File: src/rtl/accel_pkg.sv
// Shared constants for the AI accelerator and its loaders: matrix limits,
// accelerator address prefixes, config-register values and the DMA state set.
// MATRIX_LOAD_AUTO_START_EN adds the CFG state used by the auto-start burst.
package accel_pkg;

    localparam int MEM_SIZE = 8;
    localparam int SEQ_BITS = 3;

    // Accelerator address space is split by addr[31:30].
    localparam logic [1:0] PFX_OP = 2'b00;
    localparam logic [1:0] PFX_A  = 2'b01;
    localparam logic [1:0] PFX_B  = 2'b10;
    localparam logic [1:0] PFX_C  = 2'b11;

    localparam logic [31:0] OP_MATMUL = 32'h0000_0001;
    localparam logic [31:0] GO_MAGIC  = 32'hFFFF_FFFF;

    // Index of the final register in the auto-start config burst.
    localparam logic [2:0] CFG_LAST = 3'd5;

`ifdef MATRIX_LOAD_AUTO_START_EN
    typedef enum logic [2:0] {
        ST_IDLE = 3'd0,
        ST_RD   = 3'd1,
        ST_WR   = 3'd2,
        ST_DONE = 3'd3,
        ST_CFG  = 3'd4
    } state_t;
`else
    typedef enum logic [2:0] {
        ST_IDLE = 3'd0,
        ST_RD   = 3'd1,
        ST_WR   = 3'd2,
        ST_DONE = 3'd3
    } state_t;
`endif

    // Element offset inside a matrix window: column in the low bits,
    // row starting just above the column field.
    function automatic logic [29:0] elem_offset(input logic [15:0] row,
                                                input logic [15:0] col,
                                                input int          seq_bits);
        return (30'(row) << (seq_bits + 1)) | 30'(col);
    endfunction

endpackage

File: src/rtl/wb_single_xfer.sv
// One-shot Wishbone transaction engine. A request while idle launches a
// single strobe with registered address (and write data when we=1); the
// strobe holds until ack, then drops for at least one cycle. Read data is
// captured on ack. Acks seen while the strobe is low are ignored.
module wb_single_xfer (
    input  logic        wb_clk_i,
    input  logic        wb_rst_i,
    input  logic        req,
    input  logic        we,
    input  logic [31:0] addr,
    input  logic [31:0] wdata,
    output logic        stb_o,
    output logic [31:0] addr_o,
    output logic [31:0] data_o,
    input  logic [31:0] data_i,
    input  logic        ack_i,
    output logic        done
);

    // Strobe/address/data registers: launch on request, retire on ack.
    // NOTE: sequential state uses non-blocking assignments so every flop samples pre-edge values.
    always_ff @(posedge wb_clk_i) begin
        if (wb_rst_i) begin
            stb_o  <= 1'b0;
            addr_o <= '0;
            data_o <= '0;
        end else if (stb_o) begin
            if (ack_i) begin
                stb_o <= 1'b0;
                if (!we) begin
                    data_o <= data_i;
                end
            end
        end else if (req) begin
            stb_o  <= 1'b1;
            addr_o <= addr;
            if (we) begin
                data_o <= wdata;
            end
        end
    end

    assign done = stb_o & ack_i;

endmodule

File: src/rtl/matrix_load_dma.sv
// Wishbone DMA that copies a rows x cols block of 32-bit words from system
// memory into the accelerator's matrix A or B window, one word at a time:
// read one word, write it, advance. Source rows are walked by accumulating
// the stride into row_base (no multiplier); addresses wrap modulo 2^32.
// Optional build macro MATRIX_LOAD_AUTO_START_EN: after a B load, write the
// six accelerator config registers (op, A dims, B dims, go) before done.
module matrix_load_dma
    import accel_pkg::*;
#(
    parameter int MEM_SIZE = accel_pkg::MEM_SIZE,
    parameter int SEQ_BITS = accel_pkg::SEQ_BITS
) (
    input  logic        wb_clk_i,
    input  logic        wb_rst_i,
    input  logic        start,
    input  logic [31:0] src_base,
    input  logic [31:0] src_stride,
    input  logic [15:0] rows,
    input  logic [15:0] cols,
    input  logic        dest_sel,
    output logic        busy,
    output logic        done,
    output logic        err,
    output logic [31:0] mem_addr_o,
    output logic        mem_stb_o,
    input  logic [31:0] mem_data_i,
    input  logic        mem_ack_i,
    output logic [31:0] acc_addr_o,
    output logic        acc_we_o,
    output logic        acc_stb_o,
    output logic [31:0] acc_data_o,
    input  logic        acc_ack_i
);

    state_t      state;
    logic [15:0] row, col, rows_q, cols_q;
    logic [31:0] row_base, stride_q;
    logic        dest_q;

    logic        mem_req, acc_req, mem_done, acc_done;
    logic [31:0] mem_addr_n, acc_addr_n, acc_wdata_n, mem_rdata;
    logic        bad_params, last_col, last_row;

`ifdef MATRIX_LOAD_AUTO_START_EN
    logic [15:0] a_rows, a_cols, b_rows, b_cols;
    logic [2:0]  cfg_idx;
`endif

    assign bad_params = (rows == 16'd0) || (cols == 16'd0) ||
                        (rows > 16'(MEM_SIZE)) || (cols > 16'(MEM_SIZE));
    assign last_col   = (col == cols_q - 16'd1);
    assign last_row   = (row == rows_q - 16'd1);

    // Every accelerator access is a write.
    assign acc_we_o = acc_stb_o;

    // Request/address/data selection for the two bus engines.
    // NOTE: every always_comb output gets a default first so no path leaves it unassigned (no latch).
    always_comb begin
        mem_req     = (state == ST_RD) && !mem_stb_o;
        mem_addr_n  = row_base + {14'd0, col, 2'b00};
        acc_req     = (state == ST_WR) && !acc_stb_o;
        acc_addr_n  = {(dest_q ? PFX_B : PFX_A), elem_offset(row, col, SEQ_BITS)};
        acc_wdata_n = mem_rdata;
`ifdef MATRIX_LOAD_AUTO_START_EN
        if (state == ST_CFG) begin
            acc_req    = !acc_stb_o;
            acc_addr_n = {PFX_OP, 26'd0, 1'b0, cfg_idx};
            case (cfg_idx)
                3'd0:    acc_wdata_n = OP_MATMUL;
                3'd1:    acc_wdata_n = {16'd0, a_cols};
                3'd2:    acc_wdata_n = {16'd0, a_rows};
                3'd3:    acc_wdata_n = {16'd0, b_cols};
                3'd4:    acc_wdata_n = {16'd0, b_rows};
                default: acc_wdata_n = GO_MAGIC;
            endcase
        end
`endif
    end

    // Transfer sequencing: parameter check, element walk, config burst, completion.
    always_ff @(posedge wb_clk_i) begin
        if (wb_rst_i) begin
            state    <= ST_IDLE;
            row      <= '0;
            col      <= '0;
            rows_q   <= '0;
            cols_q   <= '0;
            row_base <= '0;
            stride_q <= '0;
            dest_q   <= 1'b0;
            busy     <= 1'b0;
            done     <= 1'b0;
            err      <= 1'b0;
`ifdef MATRIX_LOAD_AUTO_START_EN
            a_rows   <= '0;
            a_cols   <= '0;
            b_rows   <= '0;
            b_cols   <= '0;
            cfg_idx  <= '0;
`endif
        end else begin
            done <= 1'b0;
            case (state)
                ST_IDLE: begin
                    if (start) begin
                        if (bad_params) begin
                            err   <= 1'b1;
                            state <= ST_DONE;
                        end else begin
                            err      <= 1'b0;
                            rows_q   <= rows;
                            cols_q   <= cols;
                            stride_q <= src_stride;
                            dest_q   <= dest_sel;
                            row      <= '0;
                            col      <= '0;
                            row_base <= src_base;
                            busy     <= 1'b1;
                            state    <= ST_RD;
                        end
                    end
                end
                ST_RD: begin
                    if (mem_done) begin
                        state <= ST_WR;
                    end
                end
                ST_WR: begin
                    if (acc_done) begin
                        if (last_col) begin
                            col <= '0;
                            if (last_row) begin
`ifdef MATRIX_LOAD_AUTO_START_EN
                                if (dest_q) begin
                                    b_rows  <= rows_q;
                                    b_cols  <= cols_q;
                                    cfg_idx <= '0;
                                    state   <= ST_CFG;
                                end else begin
                                    a_rows <= rows_q;
                                    a_cols <= cols_q;
                                    state  <= ST_DONE;
                                end
`else
                                state <= ST_DONE;
`endif
                            end else begin
                                row      <= row + 16'd1;
                                row_base <= row_base + stride_q;
                                state    <= ST_RD;
                            end
                        end else begin
                            col   <= col + 16'd1;
                            state <= ST_RD;
                        end
                    end
                end
`ifdef MATRIX_LOAD_AUTO_START_EN
                ST_CFG: begin
                    if (acc_done) begin
                        if (cfg_idx == CFG_LAST) begin
                            state <= ST_DONE;
                        end else begin
                            cfg_idx <= cfg_idx + 3'd1;
                        end
                    end
                end
`endif
                ST_DONE: begin
                    done  <= 1'b1;
                    busy  <= 1'b0;
                    state <= ST_IDLE;
                end
                default: state <= ST_IDLE;
            endcase
        end
    end

    wb_single_xfer u_mem_xfer (
        .wb_clk_i (wb_clk_i),
        .wb_rst_i (wb_rst_i),
        .req      (mem_req),
        .we       (1'b0),
        .addr     (mem_addr_n),
        .wdata    (32'd0),
        .stb_o    (mem_stb_o),
        .addr_o   (mem_addr_o),
        .data_o   (mem_rdata),
        .data_i   (mem_data_i),
        .ack_i    (mem_ack_i),
        .done     (mem_done)
    );

    wb_single_xfer u_acc_xfer (
        .wb_clk_i (wb_clk_i),
        .wb_rst_i (wb_rst_i),
        .req      (acc_req),
        .we       (1'b1),
        .addr     (acc_addr_n),
        .wdata    (acc_wdata_n),
        .stb_o    (acc_stb_o),
        .addr_o   (acc_addr_o),
        .data_o   (acc_data_o),
        .data_i   (32'd0),
        .ack_i    (acc_ack_i),
        .done     (acc_done)
    );

endmodule

File: config.mk
export PLATFORM = sky130hd
export DESIGN_NAME = matrix_load_dma
export DESIGN_NICKNAME = d
export VERILOG_FILES = /design/src/rtl/accel_pkg.sv /design/src/rtl/wb_single_xfer.sv /design/src/rtl/matrix_load_dma.sv
export SDC_FILE = /design/constraint.sdc
export NUM_CORES = 1
export LEC_CHECK = 0
export ABC_AREA = 1
export CAP_MARGIN = 40
export CORE_MARGIN = 2
export CORE_UTILIZATION = 59
export DETAILED_ROUTE_END_ITERATION = 8
export MAX_ROUTING_LAYER = met4
export PLACE_DENSITY = 0.91
export SLEW_MARGIN = 5
export SYNTH_ARGS = -nofsm -noshare
export SYNTH_HDL_FRONTEND = slang
export SYNTH_SLANG_ARGS = --single-unit
File: constraint.sdc
create_clock -name wb_clk_i -period 7 [get_ports wb_clk_i]
set_clock_uncertainty 0.05 [all_clocks]
set_input_delay 1.4 -clock wb_clk_i [delete_from_list [all_inputs] [get_ports wb_clk_i]]
set_output_delay 1.4 -clock wb_clk_i [all_outputs]
set_load 0.05 [all_outputs]
==> flow_summary.ini <==
[clocking]
post_cts_setup_driven_buffer_insertion_count = 0
cts_inserted_buffers = 27
clock-sinks = 254
post_cts.resized_instances = 0
cts_tree = done
clock_tree.root_cell = sky130_fd_sc_hd__clkbuf_16
worst_setup_hold_path_clk_slew_ns = 0.06
quantity_of_hold_fixing_buffers_added_after_cts = 0
clk-insertion-delay-late_ns = 0.54
htree_levels = 1
clock_tree.buffer_depth = 3

[power]
worst_ir_drop_vdd_v = 0.000295
power.static_leakage_nw = 7.93
pwr_density_cell_nw_per_um2 = 315

[critical_path]
crit_path_top_delay_cell = sky130_fd_sc_hd__buf_4
r2r.worst_path.cells = 14
timing.critical_path.fanout_max = 45
end_kind = register
slowest_delay_ns = 0.42
r2r_start = row_base[2]
timing.reg2reg.setup_slack_ns = 3.74
worstReg2RegEnd = u_mem_xfer.addr_o[24]
worst_ep_required_time_ns = 7.42
cp_cell_sequence = clkdlybuf4s50_1 -> nor4_1 -> nand4_1 -> nor2_1 -> nand3_2 -> buf_4 -> nand2_2 -> buf_4 -> nand2_4 -> inv_4 -> nor2_1 -> nor2_1
cp-startpoint = cols[10]
cp_common_cell = sky130_fd_sc_hd__nor2_1
crit_type = input pin to register
startpoint_type = input pin
critPathArrivalTime_ns = 4.37

[place]
dp_cells = 2737
dpl-instance-area_um2 = 17000
hpwlAfterDp_um = 35300
globalplace.congestion = 1.02
io_buffer_count = 225

[route]
route.detailed.drc = 0
drtIter0Drc = 1633
drt.antenna.violating_nets = 0
num_vias = 15800
first_pass_iters = 8
vias_cell = 5.68
post_drt_wl_per_cell_um = 17.0
route.final.wire_length_um = 47300

[logic_synthesis]
netlist_area_um2 = 14600
post_synth_main_area_contributors = sky130_fd_sc_hd__dfxtp_1 (35%), sky130_fd_sc_hd__nand2_1 (14%), sky130_fd_sc_hd__nor2_1 (9.5%)
share_of_async_settable_or_async_resettable_flops_after_synthesis_pct = 0
synthMostInstantiatedCell = sky130_fd_sc_hd__nand2_1
yosysTopAreaCell = sky130_fd_sc_hd__dfxtp_1
synthCells = 2264
synthesis.yosys.warnings = 0
avgSynthCellArea_um2 = 6.44
synth.lib_cells_used.distinct = 46
post-synth-top-area-fraction_pct = 34.9
yosysSeqAreaShare_pct = 34.9
synth_edf_count = 0
dominantRegCellSynth = sky130_fd_sc_hd__dfxtp_1
netlist_top_cells_count = sky130_fd_sc_hd__nand2_1 (552), sky130_fd_sc_hd__nor2_1 (368), sky130_fd_sc_hd__dfxtp_1 (254), sky130_fd_sc_hd__inv_1 (223), sky130_fd_sc_hd__o21ai_0 (177)
synth.ff_latch_count = 254

[final_layout]
postLayoutCellArea_um2 = 17900
antenna_diode_count = 0
final_layout_size_suffix_gt1_share_pct = 3.33
final.fill_count = 2026
fin_cells = 2786
area.growth.synth_to_final_pct = 23.1
final_net_count = 2629

[min_path]
hold_path_startpoint = cols_q[15]
worstHoldPathCells = 2
holdPathEnd = cols_q[15]
hp-class = register to register

[timing]
final.setup.tns_ns = 0
setup_viol = 0
timing.final.hold_violations = 0
fmaxAchievable_mhz = 253
report.final.slew_viol_count = 0
timing.slew.headroom_pct = 39.6
min_period_over_period_pct = 56.4
rsz0062_at_grt = false
timing.final.crit_period_ns = 3.95
max_slew.worst_pin.slew_ns = 0.906

[floorplanning]
placementRows = 57
dieArea_um2 = 26000
die_w_um = 161
initial_utilization_pct = 59.9
top_level_ports = 236
floorplan.core_area_um2 = 24300
die_h_um = 161

[run_status]
run_status = finished, final reports clean

[job]
max_cap_violations = 0

[grt]
grt_remaining_overflow = 0
pin_count_of_the_biggest_net_entering_global_routing = 77
globalRouteTotalUtil_pct = 36.6
first_global_vias = 14700
antenna_violations_before_repair = 0
grt_first_pass_wirelength_um = 75200
[metal layers]
layer | part of all wire (%) | global-route usage (%)
met2 | 44 | 57.8
met1 | 43 | 49.6
met5 | 0 | -
met4 | 2.8 | 9.17
met3 | 10 | 5.65
[power breakdown]
group          total, W  switching [W]  leakage, nW  internal, W
Clock           0.00153       0.000600        0.468     0.000929
Sequential      0.00196       0.000253         2.06      0.00171
Combinational   0.00216        0.00148         5.40     0.000688
[metrics by stage]
step	hold slack (ns)	total power [W]	utilization (%)	worst slack (ns)
global placement	0.389	0.00404	69.6	2.61
floorplan	0.380	0.00336	-	4.02
CTS	0.411	0.00562	73.8	3.08
global route	0.447	0.00589	73.8	2.84
finish	0.410	0.00565	73.8	3.05
detailed placement	0.402	0.00409	69.8	2.56
[cell usage in the layout, fill, tap and decap left out, types with 27 or more instances in the layout]
master                            count
sky130_fd_sc_hd__nand2_1            552
sky130_fd_sc_hd__nor2_1             365
sky130_fd_sc_hd__dfxtp_1            254
sky130_fd_sc_hd__clkdlybuf4s50_1    224
sky130_fd_sc_hd__inv_1              222
sky130_fd_sc_hd__o21ai_0            177
sky130_fd_sc_hd__a21oi_1            168
sky130_fd_sc_hd__nand3_1            132
sky130_fd_sc_hd__ha_1                51
sky130_fd_sc_hd__nor3_1              39
sky130_fd_sc_hd__xor2_1              38
sky130_fd_sc_hd__clkbuf_16           27
[registers in the layout, indices dropped and copies added (netlist names)]
register	flops
row_base	32
stride_q	32
u_acc_xfer.data_o	32
u_mem_xfer.addr_o	32
u_mem_xfer.data_o	32
u_acc_xfer.addr_o	22
col	16
cols_q	16
row	16
rows_q	16
state	2
busy	1
dest_q	1
done	1
err	1
u_acc_xfer.stb_o	1
u_mem_xfer.stb_o	1
[worst max-delay path, delay by kind of cell]
| kind | cells | cell delay, ns |
|---|---|---|
| AND/OR/NAND/NOR | 8 | 1.53 |
| buffers and inverters | 4 | 1.39 |
[worst max-delay path by stage]
stage                               to  slack, ns  depth (start not counted)
after floorplan                 col[7]       4.02                          8
after global placement    row_base[18]       2.61                         12
after detailed placement        col[3]       2.56                         11
after CTS                       col[3]       3.08                         11
after global routing            col[3]       2.84                         11
final                      row_base[5]       3.05                         12
[area by class of cell]
cell class | count | area, um^2 | share of cell area [%]
Clock buffer | 37 | 783 | 4.37
Clock inverter | 12 | 176 | 0.983
Inverter | 226 | 853 | 4.76
Multi-Input combinational cell | 1693 | 8240 | 45.9
Sequential cell | 254 | 5080 | 28.3
Tap cell | 324 | 405 | 2.26
Timing Repair Buffer | 240 | 2400 | 13.4
[kinds of logic after synthesis]
kind of cell | synth area share (%)
compound gates | 14.7
xor+xnor | 3.49
fa+ha+maj | 4.65
buf+inv | 9.00
flops | 34.9
mux | 0.137
other cells | 0.0257
simple gates | 33.1
No activity file was read; power rests on OpenSTA's default activity.
